$ cat src/rtl/packet_width_reducer.sv
// 64->32 transmit-side packet width reducer: serializes each wide beat MSW first
// and regenerates sop/eop/residual/bad on the narrow bus. Option: PKT_WIDTH_REDUCER_BAD_DROP_EN.
module packet_width_reducer #(
  parameter int INPUT_WIDTH  = 64,
  parameter int OUTPUT_WIDTH = 32,
  parameter int CNT_WIDTH    = 16
) (
  input  logic                    iclk,
  input  logic                    irst,
  input  logic                    ivalid,
  output logic                    iready,
  input  logic                    isop,
  input  logic                    ieop,
  input  logic [2:0]              iresidual,
  input  logic [INPUT_WIDTH-1:0]  idata,
  input  logic                    ibad,
  output logic                    ovalid,
  input  logic                    oready,
  output logic                    osop,
  output logic                    oeop,
  output logic [1:0]              oresidual,
  output logic [OUTPUT_WIDTH-1:0] odata,
  output logic                    obad,
  output logic [CNT_WIDTH-1:0]    opkt_cnt,
  output logic                    oerr_seq
);

`ifdef PKT_WIDTH_REDUCER_BAD_DROP_EN
  localparam logic DROP_BAD = 1'b1;
`else
  localparam logic DROP_BAD = 1'b0;
`endif

  localparam logic [CNT_WIDTH-1:0] CNT_ONE = CNT_WIDTH'(1);

  typedef enum logic [1:0] {EMPTY = 2'd0, UPPER = 2'd1, LOWER = 2'd2} state_t;

  state_t                  state_q, state_d;
  logic [OUTPUT_WIDTH-1:0] lower_q, lower_d;
  logic                    eop_q, eop_d;
  logic [2:0]              res_q, res_d;
  logic                    in_pkt_q, in_pkt_d;
  logic                    bad_q, bad_d;
  logic                    drop_q, drop_d;
  logic                    ovalid_q, ovalid_d;
  logic                    osop_q, osop_d;
  logic                    oeop_q, oeop_d;
  logic [1:0]              ores_q, ores_d;
  logic [OUTPUT_WIDTH-1:0] odata_q, odata_d;
  logic                    obad_q, obad_d;
  logic [CNT_WIDTH-1:0]    cnt_q, cnt_d;
  logic                    err_q, err_d;

  logic       out_last_s;
  logic       free_s;
  logic       accept_s;
  logic       load_s;
  logic [2:0] res_m4_s;

  // Handshake, packet tracking, next-state and registered-output computation
  always_comb begin
    state_d  = state_q;
    lower_d  = lower_q;
    eop_d    = eop_q;
    res_d    = res_q;
    in_pkt_d = in_pkt_q;
    bad_d    = bad_q;
    drop_d   = drop_q;
    ovalid_d = ovalid_q;
    osop_d   = osop_q;
    oeop_d   = oeop_q;
    ores_d   = ores_q;
    odata_d  = odata_q;
    obad_d   = obad_q;
    cnt_d    = cnt_q;
    err_d    = err_q;
    load_s   = 1'b0;
    res_m4_s = res_q - 3'd4;

    // In UPPER, oeop_q already tells whether the upper word ends the beat
    out_last_s = (state_q == LOWER) | ((state_q == UPPER) & oeop_q);
    free_s     = (state_q == EMPTY) | (oready & ovalid_q & out_last_s);
    iready     = ~irst & free_s;
    accept_s   = ivalid & iready;

    if (accept_s) begin
      if (isop) begin
        if (in_pkt_q) begin
          err_d = 1'b1;
        end else begin
          err_d = err_q;
        end
        in_pkt_d = ~ieop;
        bad_d    = ibad;
        drop_d   = DROP_BAD & ibad & ~ieop;
        load_s   = ~(DROP_BAD & ibad);
      end else if (~in_pkt_q) begin
        err_d = 1'b1;
      end else begin
        load_s = ~drop_q;
        if (ieop) begin
          in_pkt_d = 1'b0;
          drop_d   = 1'b0;
        end else begin
          in_pkt_d = 1'b1;
        end
      end
    end else begin
      load_s = 1'b0;
    end

    if (ovalid_q & oready & oeop_q) begin
      cnt_d = cnt_q + CNT_ONE;
    end else begin
      cnt_d = cnt_q;
    end

    case (state_q)
      EMPTY, UPPER, LOWER: begin
        if (free_s) begin
          if (load_s) begin
            state_d  = UPPER;
            ovalid_d = 1'b1;
            odata_d  = idata[INPUT_WIDTH-1:OUTPUT_WIDTH];
            lower_d  = idata[OUTPUT_WIDTH-1:0];
            eop_d    = ieop;
            res_d    = iresidual;
            osop_d   = isop;
            oeop_d   = ieop & (iresidual != 3'd0) & (iresidual <= 3'd4);
            ores_d   = (ieop & (iresidual != 3'd0) & (iresidual <= 3'd4)) ? iresidual[1:0] : 2'd0;
            obad_d   = DROP_BAD ? 1'b0 : (isop ? ibad : bad_q);
          end else begin
            state_d  = EMPTY;
            ovalid_d = 1'b0;
            osop_d   = 1'b0;
            oeop_d   = 1'b0;
            ores_d   = 2'd0;
          end
        end else if ((state_q == UPPER) & oready) begin
          state_d = LOWER;
          odata_d = lower_q;
          osop_d  = 1'b0;
          oeop_d  = eop_q;
          ores_d  = eop_q ? res_m4_s[1:0] : 2'd0;
        end else begin
          state_d = state_q;
        end
      end
      default: begin
        state_d  = EMPTY;
        ovalid_d = 1'b0;
      end
    endcase
  end

  // State and output registers with synchronous reset
  always_ff @(posedge iclk) begin
    if (irst) begin
      state_q  <= EMPTY;
      lower_q  <= '0;
      eop_q    <= 1'b0;
      res_q    <= 3'd0;
      in_pkt_q <= 1'b0;
      bad_q    <= 1'b0;
      drop_q   <= 1'b0;
      ovalid_q <= 1'b0;
      osop_q   <= 1'b0;
      oeop_q   <= 1'b0;
      ores_q   <= 2'd0;
      odata_q  <= '0;
      obad_q   <= 1'b0;
      cnt_q    <= '0;
      err_q    <= 1'b0;
    end else begin
      state_q  <= state_d;
      lower_q  <= lower_d;
      eop_q    <= eop_d;
      res_q    <= res_d;
      in_pkt_q <= in_pkt_d;
      bad_q    <= bad_d;
      drop_q   <= drop_d;
      ovalid_q <= ovalid_d;
      osop_q   <= osop_d;
      oeop_q   <= oeop_d;
      ores_q   <= ores_d;
      odata_q  <= odata_d;
      obad_q   <= obad_d;
      cnt_q    <= cnt_d;
      err_q    <= err_d;
    end
  end

  assign ovalid    = ovalid_q;
  assign osop      = osop_q;
  assign oeop      = oeop_q;
  assign oresidual = ores_q;
  assign odata     = odata_q;
  assign obad      = obad_q;
  assign opkt_cnt  = cnt_q;
  assign oerr_seq  = err_q;

endmodule

$ cat config.mk
export PLATFORM = sky130hd
export DESIGN_NAME = packet_width_reducer
export DESIGN_NICKNAME = d
export VERILOG_FILES = /design/src/rtl/packet_width_reducer.sv
export SDC_FILE = /design/constraint.sdc
export NUM_CORES = 1
export LEC_CHECK = 0
export ABC_AREA = 0
export BUFFER_PORTS_ARGS = -buffer_cell sky130_fd_sc_hd__buf_4
export CAP_MARGIN = 20
export CORE_MARGIN = 3
export CORE_UTILIZATION = 25
export CTS_CLUSTER_SIZE = 12
export DETAILED_ROUTE_END_ITERATION = 16
export GPL_ROUTABILITY_DRIVEN = 0
export SKIP_LAST_GASP = 1
export SYNTH_ARGS = -nofsm -noshare
export SYNTH_HDL_FRONTEND = slang
export SYNTH_SLANG_ARGS = --single-unit
$ cat constraint.sdc
create_clock -name iclk -period 3.7 [get_ports iclk]
set_input_delay 0.74 -clock iclk [delete_from_list [all_inputs] [get_ports iclk]]
set_output_delay 0.74 -clock iclk [all_outputs]
set_load 0.03 [all_outputs]
# Word level (Yosys, flattened, before mapping)
# Index checks and enable logic that the tools add are counted.
# word_totals
register_bits	95
inputBits	74
# classes
order_cmp	1
mux	31
reduce_logical	12
bitwise	15
n_eq_ne	5
addsub	2
# ops
operator	count
32-bit 2-to-1 mux	3
1-bit 2-to-1 mux	21
16-bit by 1-bit adder with 16-bit output, second input constant	1
2-bit 2-to-1 mux	7
3-bit AND reduction	4
1-bit bitwise AND	9
2-bit nonzero test	3
2-bit by 1-bit != test with 1-bit output, second input constant	2
1-bit inverter	4
3-bit less-or-equal comparator, second input constant	1
3-bit nonzero test	1
3-bit OR reduction	1
2-bit by 1-bit equality test with 1-bit output, second input constant	1
2-bit equality test, second input constant	1
2-bit zero test	1
2-bit != test, second input constant	1
1-bit OR	2
2-bit AND reduction	1
2-bit OR reduction	1
2-bit by 1-bit subtractor with 2-bit output, second input constant	1

# Longest topological paths before layout
# Gate-level depths: netlist (run 1).
# logic_depth
depth_word	10
ltp_mapped	8

# Least setup slack after synthesis (run 1)
# No wires, ideal clock.
# synth_timing
kind	input to output
from	in oready
to	out iready
path_stages	5
path_buffers	2
arrival_time_ns	1.815
path_slack_ns	1.145
cell_sequence	buf_4 -> nand4b_1 -> o21ai_2 -> buf_2 -> nor2b_1
# synth_between
elab_chain_len	4
# synth_rtl
element	line	text
start: declaration	18	input logic oready,
1-bit bitwise AND (2 in a row)	82	free_s = (state_q == EMPTY) | (oready & ovalid_q & out_last_s);
1-bit OR	82	
1-bit bitwise AND	83	iready = ~irst & free_s;
end: declaration	11	output logic iready,
# No other way between the ends.

# Worst setup path in the final report (run 1)
# layout_timing
from	in isop
to	reg odata_q[14] (netlist: odata[14])
# layout_between
elab_chain_len	4
# layout_rtl
element	line	text
start: declaration	12	input logic isop,
1-bit 2-to-1 mux	87	if (isop) begin
1-bit 2-to-1 mux	86	if (accept_s) begin
2-bit by 1-bit != test with 1-bit output (no source line)	-	
3-bit AND reduction (no source line)	-	
end signal: assignment	186	odata_q <= odata_d;
end: declaration	49	logic [OUTPUT_WIDTH-1:0] odata_q, odata_d;
# No other way between the ends.
# A chain may end at the register's enable or synchronous reset.

==> impl_results.md, run 1 <==
* Status: finished clean
* Die outline area at between 15000 and 20000 um^2
* Aggregate routed wire length at 11800 um
* Cell taking the most area after synthesis: sky130_fd_sc_hd__dfxtp_1
* Ant diodes at 0
* Layout-stage area growth over the synthesis result at 31.82%
* Most area-consuming cells after synthesis: sky130_fd_sc_hd__dfxtp_1 44%, sky130_fd_sc_hd__a211oi_2 9.3%, sky130_fd_sc_hd__a21oi_1 8.3%
* Post-CTS Resized at 0
* Required @ worst endpoint at 3.90 ns
* CTS root buf: sky130_fd_sc_hd__clkbuf_16
* Initial antenna violation count at 0
* Number of remaining DRC errors at 0
* Power density over cell area at 418.7 nW/um^2
* Setup ws final at 1.207 ns
* Syn. warnings at 0
* Maximum capacitance violations at 0
* Die height at about 140 um
* Total global-route track usage at between 10 and 15%
* Number of levels the H-tree was split into at 3
* Proportion of synthesized flip-flops having asynchronous set or reset at 0%
* Maximum vdd drop at 0.1978 mV
* List of most frequent post-synthesis cells: 94 x sky130_fd_sc_hd__dfxtp_1, 74 x sky130_fd_sc_hd__nand2_1, 71 x sky130_fd_sc_hd__a21oi_1
* Final instance area at 5665 um^2
* Syn Inst Count at 459
* Number of placement rows at 47
* Via count of the routed design at ~3.7k
* Post-Synthesis Net Count at 535
* Utilization after layout at 33.92%
* Setup repair after global routing missed its margin: false
* Num CTS Buffers at 9
* CP Capture Type: flip-flop
* Maximum fanout encountered on the critical timing path at 33
* Post-synthesis cell type count at 48
* Predominant post-synthesis flop cell: sky130_fd_sc_hd__dfxtp_1
* Maximum clock insertion buffer count at 2
* Summed negative setup slack over all endpoints at 0 ns
* Reg clk slew, reported paths at approximately 0.070 ns
* Core area at 16700 um^2
* Finish-stage setup viols at 0
* Dpl cells at about 770
* Worst slack at placement at 0.8104 ns
* Hold Worst Slack at 0.4541 ns
* Clock Skew at 0.006494 ns
* Chip width at between 100 and 150 um
* Post-route antenna net violation count at 0
* Critical path launch point type: input port
* Leakage power of the design at 2.338 nW
* CTS tree: done
* Worst slew margin relative to its limit at 29.53%
* Pin count of the biggest net entering global routing at 90
* Avg WL per Cell at 14.91 um
* Initial cell density of the core at 25.73%
* Post-route clock period utilization at 67.39%
* Proportion of layout cells with a drive suffix above 1 at 34.68%
* Nets@finish at approximately 640
* Hold buffer count at CTS at 0
* Hold WC Path Type: reg2reg
* Count of placed standard cells in the final layout, fillers left out at 791
* Total Power at 2.372 mW
* Global-route congestion overflow total at 0
* Clock Sink Count at 94
* Number of enable-type register cells in the synthesized netlist at 0
* Post-Syn Area per Cell at 9.364 um^2
* Register bit total from synthesis at 94
* Fin. max-slew vios at 0
* Vias in the first global route at 3609
* Mean number of vias per cell at 4.723
* Post-Syn Area at 4298 um^2
* Area share of the leading cell type in the synthesized netlist at 43.78%
* Post-CTS setup repair buffer count at 0
* Worst-skew pair later-pin latency at 0.34 ns
* Wire length of the first global-routing pass at approximately 19000 um
* Final-report hold violation count at 0
* Sequential fraction of the synthesis area at 43.78%
* Setup CP Type: in2reg
* Top-level I/O count at 130
* Number of detailed-route iterations in the first pass at 4
* Standard cell area after detailed placement at 5364 um^2
* Post-DP HPWL at 8227 um
* FMAX at approximately 0.4 GHz
* Iteration-0 DRC count of the detailed router at about 170
* Number of input and output port buffers inserted at 129
* Most used standard cell by instance count after synthesis: sky130_fd_sc_hd__dfxtp_1
* Worst path arrival time at roughly 2.7 ns
* Time the worst path needs with I/O delays and setup at 2.493 ns
* Worst slew pin tran at ~1.1 ns
worst max-delay path, stage by stage:
cell	delay [ns]
sky130_fd_sc_hd__buf_4	0.11
sky130_fd_sc_hd__inv_1	0.06
sky130_fd_sc_hd__ha_1	0.26
sky130_fd_sc_hd__nor3b_4	0.36
sky130_fd_sc_hd__a21o_4	0.37
sky130_fd_sc_hd__and2_2	0.20
sky130_fd_sc_hd__buf_4	0.44
sky130_fd_sc_hd__a211oi_2	0.13
logic make-up after synthesis:
family	after synthesis	synth area share, %
mux	37	8.675
fa+ha+maj	2	0.5821
buf+inv	45	5.910
compound gates	126	22.65
simple gates	143	15.95
flops	94	43.78
xor+xnor	12	2.445
report_power, final:
part           total [mW]  switching [mW]  leakage (nW)  internal, mW
registers            1.10          0.0349         0.766          1.06
logic               0.406           0.232          1.45         0.173
clock network       0.869           0.409         0.126         0.460
final timing paths:
check              start           to  slack [ns]  depth (start not counted)
min reg2reg  lower_q[11]  lower_q[11]        0.45                          2
min          lower_q[11]  lower_q[11]        0.45                          2
max reg2reg     in_pkt_q    odata[14]        1.43                          7
max                 isop    odata[14]        1.21                          8
layout make-up:
cell class	count	area, um^2
clock inverters	6	45.04
flip-flops and latches	94	1882
repair buffers	134	1026
multi-input cells	320	2182
inverters	7	26.28
well taps	220	275.3
fillers	1744	11040
clock buffers	10	229.0
flip-flops by register name, summed over array words and instances (netlist names):
signal / flops
odata: 32
osop: 1
ovalid: 1
oerr_seq: 1
opkt_cnt: 16
state_q: 2
oeop: 1
oresidual: 2
eop_q: 1
res_q: 2
bad_q: 1
obad: 1
in_pkt_q: 1
lower_q: 32
placed cells by master, fill, tap and decap left out, types with 4 or more instances in the layout:
cell type / n
sky130_fd_sc_hd__mux2i_1: 35
sky130_fd_sc_hd__nor2b_1: 4
sky130_fd_sc_hd__nand2_1: 74
sky130_fd_sc_hd__nand3_1: 8
sky130_fd_sc_hd__dfxtp_1: 94
sky130_fd_sc_hd__and3_1: 4
sky130_fd_sc_hd__clkbuf_16: 9
sky130_fd_sc_hd__nand4_1: 10
sky130_fd_sc_hd__nor3_1: 4
sky130_fd_sc_hd__xor2_1: 4
sky130_fd_sc_hd__a21oi_1: 70
sky130_fd_sc_hd__nor2_1: 25
sky130_fd_sc_hd__inv_1: 7
sky130_fd_sc_hd__a211oi_2: 32
sky130_fd_sc_hd__buf_4: 133
sky130_fd_sc_hd__xnor2_1: 8
routing by layer:
layer | wire length [um] | global-route usage, % | part of all wire (%)
met1 | 5247 | 16.25 | 44
met2 | 5644 | 20.00 | 48
met3 | 716 | 3.419 | 6.1
met4 | 189 | 4.213 | 1.6
met5 | 0 | 0 | 0
Note: power is estimated with default switching activity, not from simulation.
==> run 2: changes to the inputs <==
==> constraint.sdc (replaced) <==
create_clock -name iclk -period 2.3 [get_ports iclk]
set_input_delay 0.46 -clock iclk [delete_from_list [all_inputs] [get_ports iclk]]
set_output_delay 0.46 -clock iclk [all_outputs]
set_load 0.03 [all_outputs]
==> run 2 against run 1 <==
First-iteration DRC count shrank 12%. Clock-buffer cell count fell by 1. Highest routed layer unchanged. Hold slack got worse by 0.095 ns. Utilization grew 0.49 points. Sequential share of layout area shrank 0.48 points. Combinational power increased by 65%. Clock skew increased by 0.0019 ns. Routed wire length rose by 3.2%. Cell count grew 0.76%. Critical endpoint is now iready. Die area did not move.
==> impl_results.md, run 2 (synthesized netlist as in run 1, its figures left out) <==
* Top-level I/O count at 130 (unchanged)
* CTS tree: done (unchanged)
* Reg-to-reg critical path startpoint: in_pkt_q (unchanged)
* Post-CTS setup repair buffer count at 0 (unchanged)
* Total global-route track usage at 12.92% (was 12.50%)
* Worst slew pin tran at 0.7288 ns (was 1.057 ns)
* FMAX at 0.4638 GHz
* Hold Worst Slack at 0.3587 ns (was 0.4541 ns)
* Die outline area at 18800 um^2 (unchanged)
* Fin. max-slew vios at 0 (unchanged)
* Maximum clock insertion buffer count at 2 (unchanged)
* Number of input and output port buffers inserted at 129 (unchanged)
* Post-route clock period utilization at 93.75%
* Start point of the worst min-delay path: irst (was lower_q[11])
* Power density over cell area at 698.0 nW/um^2 (was 418.7 nW/um^2)
* Ant diodes at 0 (unchanged)
* Status: finished clean (unchanged)
* Number of detailed-route iterations in the first pass at 4 (unchanged)
* Worst path arrival time at 1.70 ns (was 2.70 ns)
* Initial antenna violation count at 0 (unchanged)
* Core area at 16700 um^2 (unchanged)
* Initial cell density of the core at 25.73% (unchanged)
* Finish-stage setup viols at 0 (unchanged)
* Vias in the first global route at 3628 (was 3609)
* Final-report hold violation count at 0 (unchanged)
* Setup repair after global routing missed its margin: false (unchanged)
* Maximum capacitance violations at 0 (unchanged)
* Num CTS Buffers at 9 (unchanged)
* Beginning of the critical path: ovalid (was isop)
* Post-CTS Resized at 0 (unchanged)
* Critical path launch point type: flip-flop (was input port)
* Avg WL per Cell at 15.27 um (was 14.91 um)
* Filler cell count at 1712 (was 1744)
* Wire length of the first global-routing pass at 18970 um (was 18540 um)
* Proportion of layout cells with a drive suffix above 1 at 35.53% (was 34.68%)
* Required @ worst endpoint at 1.84 ns (was 3.90 ns)
* Setup CP Type: reg2out (was in2reg)
* Global-route congestion overflow total at 0 (unchanged)
* Number of remaining DRC errors at 0 (unchanged)
* Most common library cell in the layout ignoring fill and taps: sky130_fd_sc_hd__buf_4 (unchanged)
* Summed negative setup slack over all endpoints at 0 ns (unchanged)
* Clock Sink Count at 94 (unchanged)
* Mean number of vias per cell at 4.684 (was 4.723)
* Layout-stage area growth over the synthesis result at 33.74% (was 31.82%)
* Total Power at 4.012 mW (was 2.372 mW)
* Iteration-0 DRC count of the detailed router at 150 (was 171)
* Number of placement rows at 47 (unchanged)
* Post-route antenna net violation count at 0 (unchanged)
* Chip width at 137.1 um (unchanged)
* Nets@finish at 649 (was 642)
* CP Capture Type: output port (was flip-flop)
* Hold WC Path Type: in2reg (was reg2reg)
* Maximum vdd drop at 0.3377 mV (was 0.1978 mV)
* Reg clk slew, reported paths at 0.07 ns (about the same)
* Aggregate routed wire length at 12170 um (was 11800 um)
* Worst slew margin relative to its limit at 51.41% (was 29.53%)
* Die height at 137.1 um (unchanged)
* Clock Skew at 0.008429 ns (was 0.006494 ns)
* Post-DP HPWL at 8685 um (was 8227 um)
* Maximum fanout encountered on the critical timing path at 11 (was 33)
* Number of levels the H-tree was split into at 3 (unchanged)
* Time the worst path needs with I/O delays and setup at 2.156 ns
* Pin count of the biggest net entering global routing at 57 (was 90)
* CTS root buf: sky130_fd_sc_hd__clkbuf_16 (unchanged)
* Most frequent cells in the layout: 140 x sky130_fd_sc_hd__buf_4, 94 x sky130_fd_sc_hd__dfxtp_1, 74 x sky130_fd_sc_hd__nand2_1, 70 x sky130_fd_sc_hd__a21oi_1, 35 x sky130_fd_sc_hd__mux2i_1 (was 133 x sky130_fd_sc_hd__buf_4, 94 x sky130_fd_sc_hd__dfxtp_1, 74 x sky130_fd_sc_hd__nand2_1, 70 x sky130_fd_sc_hd__a21oi_1, 35 x sky130_fd_sc_hd__mux2i_1)
* Leakage power of the design at 2.392 nW (was 2.338 nW)
* Via count of the routed design at 3733 (was 3736)
* Worst-skew pair later-pin latency at 0.34 ns (about the same)
* Hold buffer count at CTS at 0 (unchanged)
run 2: cell count changes in the layout (fill, tap and decap cells not counted):
cell / change
sky130_fd_sc_hd__buf_12: +1
sky130_fd_sc_hd__buf_16: -1
sky130_fd_sc_hd__buf_4: +7
sky130_fd_sc_hd__bufinv_16: +2
sky130_fd_sc_hd__clkbuf_1: -1
sky130_fd_sc_hd__clkinv_2: +1
sky130_fd_sc_hd__clkinvlp_4: -2
sky130_fd_sc_hd__inv_6: -1
run 2: final cells by class:
type                    instances  area, um^2  area share [%]
clock buffers                   9       225.2           3.918
repair buffers                141        1071           18.63
well taps                     220       275.3           4.789
clock inverters                 6       86.33           1.502
inverters                       7       26.28          0.4571
multi-input cells             320        2182           37.96
flip-flops and latches         94        1882           32.74
run 2: layer usage:
metal | routed length (um) | GRT usage (%)
met1 | 5478 | 16.37
met2 | 5743 | 20.90
met3 | 681 | 2.941
met4 | 266 | 5.820
met5 | 0 | 0
run 2: final timing paths:
| kind | end | slack (ns) | cells past startpoint |
|---|---|---|---|
| min | state_q[0] | 0.36 | 2 |
| min reg2reg | lower_q[4] | 0.45 | 2 |
| max reg2reg | oresidual[1] | 0.38 | 6 |
| max | iready | 0.14 | 4 |
run 2: per-stage QoR:
step,setup slack (ns),area (um^2),util [%],cells
2_1_floorplan,0.1878,4298,-,459
3_3_place_gp,0.1288,5436,32.55,782
3_5_place_dp,0.08382,5436,32.55,782
4_1_cts,0.1081,5748,34.42,797
5_1_grt,0.05040,5748,34.42,797
6_report,0.1439,5748,34.42,797
run 2: power breakdown:
group          switching (mW)  internal [mW]  leakage [nW]
logic                   0.380          0.288          1.47
registers              0.0522           1.71         0.766
clock network           0.636          0.946         0.152
run 2: critical path: stages (launching register included):
cell,delay [ns]
sky130_fd_sc_hd__dfxtp_1,0.58
sky130_fd_sc_hd__nand4b_1,0.25
sky130_fd_sc_hd__o21ai_4,0.12
sky130_fd_sc_hd__nor2b_1,0.21
sky130_fd_sc_hd__buf_4,0.19
==> run 3: changes to the inputs <==
--- a/config.mk
+++ b/config.mk
@@ -5,7 +5,7 @@
 export SDC_FILE = /design/constraint.sdc
 export NUM_CORES = 1
 export LEC_CHECK = 0
-export ABC_AREA = 0
+export ABC_AREA = 1
 export BUFFER_PORTS_ARGS = -buffer_cell sky130_fd_sc_hd__buf_4
 export CAP_MARGIN = 20
 export CORE_MARGIN = 3
==> run 3 against run 2 <==
Area after synthesis is 3.8% higher. Design area is 4.5% higher. Critical path type unchanged. Combinational power grew to 4.0 times the previous value. Largest power group is now combinational cells. Global-route usage is 0.61 points higher. Critical endpoint unchanged. Routed wire length is 8.7% higher. Cell count is 29% higher.
==> impl_results.md, run 3 <==
* Register bit total from synthesis at 94 (unchanged)
* Start point of the worst min-delay path: idata[22] (was irst)
* Depth of the worst register-to-register path at 10 (was 6)
* Worst reg2reg endpoint: odata[24] (was oresidual[1])
* Met3 capacity usage during global routing at 2.268% (was 2.941%)
* Finish-stage setup viols at 0 (unchanged)
* Aggregate routed wire length at 13230 um (was 12170 um)
* Slowest cell delay on critical path at 0.39 ns (was 0.58 ns)
* Die outline area at 19480 um^2 (was 18800 um^2)
* Initial cell density of the core at 25.69% (was 25.73%)
* Number of input and output port buffers inserted at 129 (unchanged)
* Worst-skew pair later-pin latency at 0.35 ns (was 0.34 ns)
* Post-CTS setup repair buffer count at 0 (unchanged)
* Top-level I/O count at 130 (unchanged)
* Worst slack at placement at 0.2656 ns (was 0.08382 ns)
* Power density over cell area at 1074 nW/um^2 (was 698.0 nW/um^2)
* Post-Syn Area at 4459 um^2 (was 4298 um^2)
* Cells on Worst Hold Path at 3 (was 2)
* Number of placement rows at 48 (was 47)
* Avg WL per Cell at 12.83 um (was 15.27 um)
* Hold Worst Slack at 0.3599 ns (was 0.3587 ns)
* FMAX at 0.4968 GHz (was 0.4638 GHz)
* Setup repair after global routing missed its margin: false (unchanged)
* Most area-consuming cells after synthesis: sky130_fd_sc_hd__dfxtp_1 42%, sky130_fd_sc_hd__nand2_1 13%, sky130_fd_sc_hd__nor2_1 12% (was sky130_fd_sc_hd__dfxtp_1 44%, sky130_fd_sc_hd__a211oi_2 9.3%, sky130_fd_sc_hd__a21oi_1 8.3%)
* Chip width at 139.6 um (was 137.1 um)
* Post-Syn Area per Cell at 6.472 um^2 (was 9.364 um^2)
* Required @ worst endpoint at 1.84 ns (about the same)
* CP Capture Type: output port (unchanged)
* Nets@finish at 877 (was 649)
* Num CTS Buffers at 9 (unchanged)
* Wire length of the first global-routing pass at 21190 um (was 18970 um)
* Reg clk slew, reported paths at 0.07 ns (about the same)
* Number of remaining DRC errors at 0 (unchanged)
* List of cells traversed by the critical path: nand2_1 > o21ai_4 > nand2_2 > nor2_4 > buf_4 (was nand4b_1 > o21ai_4 > nor2b_1 > buf_4)
* Post-route clock period utilization at 87.52% (was 93.75%)
* Clock Sink Count at 94 (unchanged)
* Met2 demand-to-capacity share in global routing at 22.06% (was 20.90%)
* Proportion of layout cells with a drive suffix above 1 at 20.72% (was 35.53%)
* CTS tree: done (unchanged)
* Maximum capacitance violations at 0 (unchanged)
* Final-report hold violation count at 0 (unchanged)
* Predominant post-synthesis flop cell: sky130_fd_sc_hd__dfxtp_1 (unchanged)
* Layout-stage area growth over the synthesis result at 34.71% (was 33.74%)
* Total global-route track usage at 13.52% (was 12.92%)
* Global-route congestion overflow total at 0 (unchanged)
* GR Layer Usage met1 at 17.67% (was 16.37%)
* Cell taking the most area after synthesis: sky130_fd_sc_hd__dfxtp_1 (unchanged)
* Core area at 17360 um^2 (was 16700 um^2)
* Clock Skew at 0.006133 ns (was 0.008429 ns)
* Logic depth of the worst setup path including buffers at 5 (was 4)
* Ant diodes at 0 (unchanged)
* List of most frequent post-synthesis cells: 159 x sky130_fd_sc_hd__nand2_1, 138 x sky130_fd_sc_hd__nor2_1, 94 x sky130_fd_sc_hd__dfxtp_1 (was 94 x sky130_fd_sc_hd__dfxtp_1, 74 x sky130_fd_sc_hd__nand2_1, 71 x sky130_fd_sc_hd__a21oi_1)
* Most common library cell in the layout ignoring fill and taps: sky130_fd_sc_hd__nand2_1 (was sky130_fd_sc_hd__buf_4)
* Syn Inst Count at 689 (was 459)
* Post-Synthesis Net Count at 765 (was 535)
* Fin. max-slew vios at 0 (unchanged)
* Sequential fraction of the synthesis area at 42.20% (was 43.78%)
* Hold WC Path Type: in2reg (unchanged)
* Syn. warnings at 0 (unchanged)
* Worst path arrival time at 1.55 ns (was 1.70 ns)
* Area share of the leading cell type in the synthesized netlist at 42.20% (was 43.78%)
* Worst slew margin relative to its limit at 65.90% (was 51.41%)
* Vias in the first global route at 4063 (was 3628)
* Post-DP HPWL at 9347 um (was 8685 um)
* Setup CP Type: reg2out (unchanged)
* Critical-path top delay cell: sky130_fd_sc_hd__dfxtp_1 (unchanged)
* Status: finished clean (unchanged)
* Iteration-0 DRC count of the detailed router at 172 (was 150)
* R2R Setup Slk at 0.50 ns (was 0.38 ns)
* Post-synthesis cell type count at 27 (was 48)
* Post-CTS Resized at 0 (unchanged)
* Time the worst path needs with I/O delays and setup at 2.013 ns (was 2.156 ns)
* Maximum vdd drop at 0.4023 mV (was 0.3377 mV)
* Proportion of synthesized flip-flops having asynchronous set or reset at 0% (unchanged)
* CTS root buf: sky130_fd_sc_hd__clkbuf_16 (unchanged)
* Number of detailed-route iterations in the first pass at 4 (unchanged)
* Maximum fanout encountered on the critical timing path at 15 (was 11)
* Most frequent cells in the layout: 159 x sky130_fd_sc_hd__nand2_1, 139 x sky130_fd_sc_hd__buf_4, 138 x sky130_fd_sc_hd__nor2_1, 94 x sky130_fd_sc_hd__dfxtp_1, 73 x sky130_fd_sc_hd__nand3_1 (was 140 x sky130_fd_sc_hd__buf_4, 94 x sky130_fd_sc_hd__dfxtp_1, 74 x sky130_fd_sc_hd__nand2_1, 70 x sky130_fd_sc_hd__a21oi_1, 35 x sky130_fd_sc_hd__mux2i_1)
* Setup ws final at 0.2871 ns (was 0.1439 ns)
* Mean number of vias per cell at 4.359 (was 4.684)
* Maximum clock insertion buffer count at 2 (unchanged)
* Worst Hold End: lower_q[22] (was state_q[0])
* Most used standard cell by instance count after synthesis: sky130_fd_sc_hd__nand2_1 (was sky130_fd_sc_hd__dfxtp_1)
* Sum of buffers and inverters on the critical path at 1 (unchanged)
* Total Power at 6.449 mW (was 4.012 mW)
* Pin count of the biggest net entering global routing at 56 (was 57)
* Number of enable-type register cells in the synthesized netlist at 0 (unchanged)
* Hold buffer count at CTS at 0 (unchanged)
* Kind of cell adding the most delay to the critical path: simple AND/OR/NAND/NOR gates (was flip-flops)
* Leakage power of the design at 2.766 nW (was 2.392 nW)
* Number of levels the H-tree was split into at 3 (unchanged)
* Summed negative setup slack over all endpoints at 0 ns (unchanged)
* Initial antenna violation count at 0 (unchanged)
* Peak-usage layer in the global routing report: met2 (unchanged)
* Via count of the routed design at 4494 (was 3733)
* Die height at 139.6 um (was 137.1 um)
* Post-route antenna net violation count at 0 (unchanged)
* Critical path launch point type: flip-flop (unchanged)
* Reg-to-reg critical path startpoint: state_q[1] (was in_pkt_q)
* Worst slew pin tran at 0.5107 ns (was 0.7288 ns)
run 3: worst max-delay path by stage:
stage | end | slack (ns) | startpoint
after floorplan | lower_q[22] | 0.44 | ovalid
after global placement | odata[31] | 0.31 | oready
after detailed placement | odata[29] | 0.27 | oready
after CTS | iready | 0.23 | ovalid
after global routing | iready | 0.11 | ovalid
final | iready | 0.29 | ovalid
run 3: cell families after synthesis:
family,count (synthesis),synth area share (%)
buffers and inverters,104,9.736
AO/OA/AOI/OAI,108,12.40
AND/OR/NAND/NOR,379,34.68
flip-flops,94,42.20
adder cells (fa/ha/maj),2,0.5611
multiplexers,1,0.2245
XOR/XNOR,1,0.1964
run 3: metrics by stage:
step | instance area [um^2] | util, % | cells
floorplan | 4459 | - | 689
global placement | 5678 | 32.71 | 1015
detailed placement | 5678 | 32.71 | 1015
CTS | 6007 | 34.61 | 1031
global route | 6007 | 34.61 | 1031
finish | 6007 | 34.61 | 1031
run 3: final cells by class:
class	count	area (um^2)
Fill cell	1906	11350
Clock buffer	10	239.0
Timing Repair Buffer	143	1124
Inverter	62	232.7
Sequential cell	94	1882
Tap cell	225	281.5
Multi-Input combinational cell	491	2158
Clock inverter	6	90.09
run 3: routing by layer:
layer	up-vias	share of wire, %
met4	0	2.3
met5	-	0
met3	18	5.1
met2	104	47
met1	1972	45
li1	2400	-
run 3: worst register-to-register path, delay by kind of cell (launching register included):
| kind | cells | cell delay, ns |
|---|---|---|
| AND/OR/NAND/NOR | 8 | 0.96 |
| buffers and inverters | 2 | 0.33 |
| flip-flops | 1 | 0.41 |
run 3: where the power goes:
| group | total [mW] | internal (mW) | switching (mW) |
|---|---|---|---|
| Combinational | 2.66 | 1.00 | 1.66 |
| Clock | 1.67 | 0.989 | 0.676 |
| Sequential | 2.13 | 1.95 | 0.172 |
| Total | 6.45 | 3.94 | 2.50 |
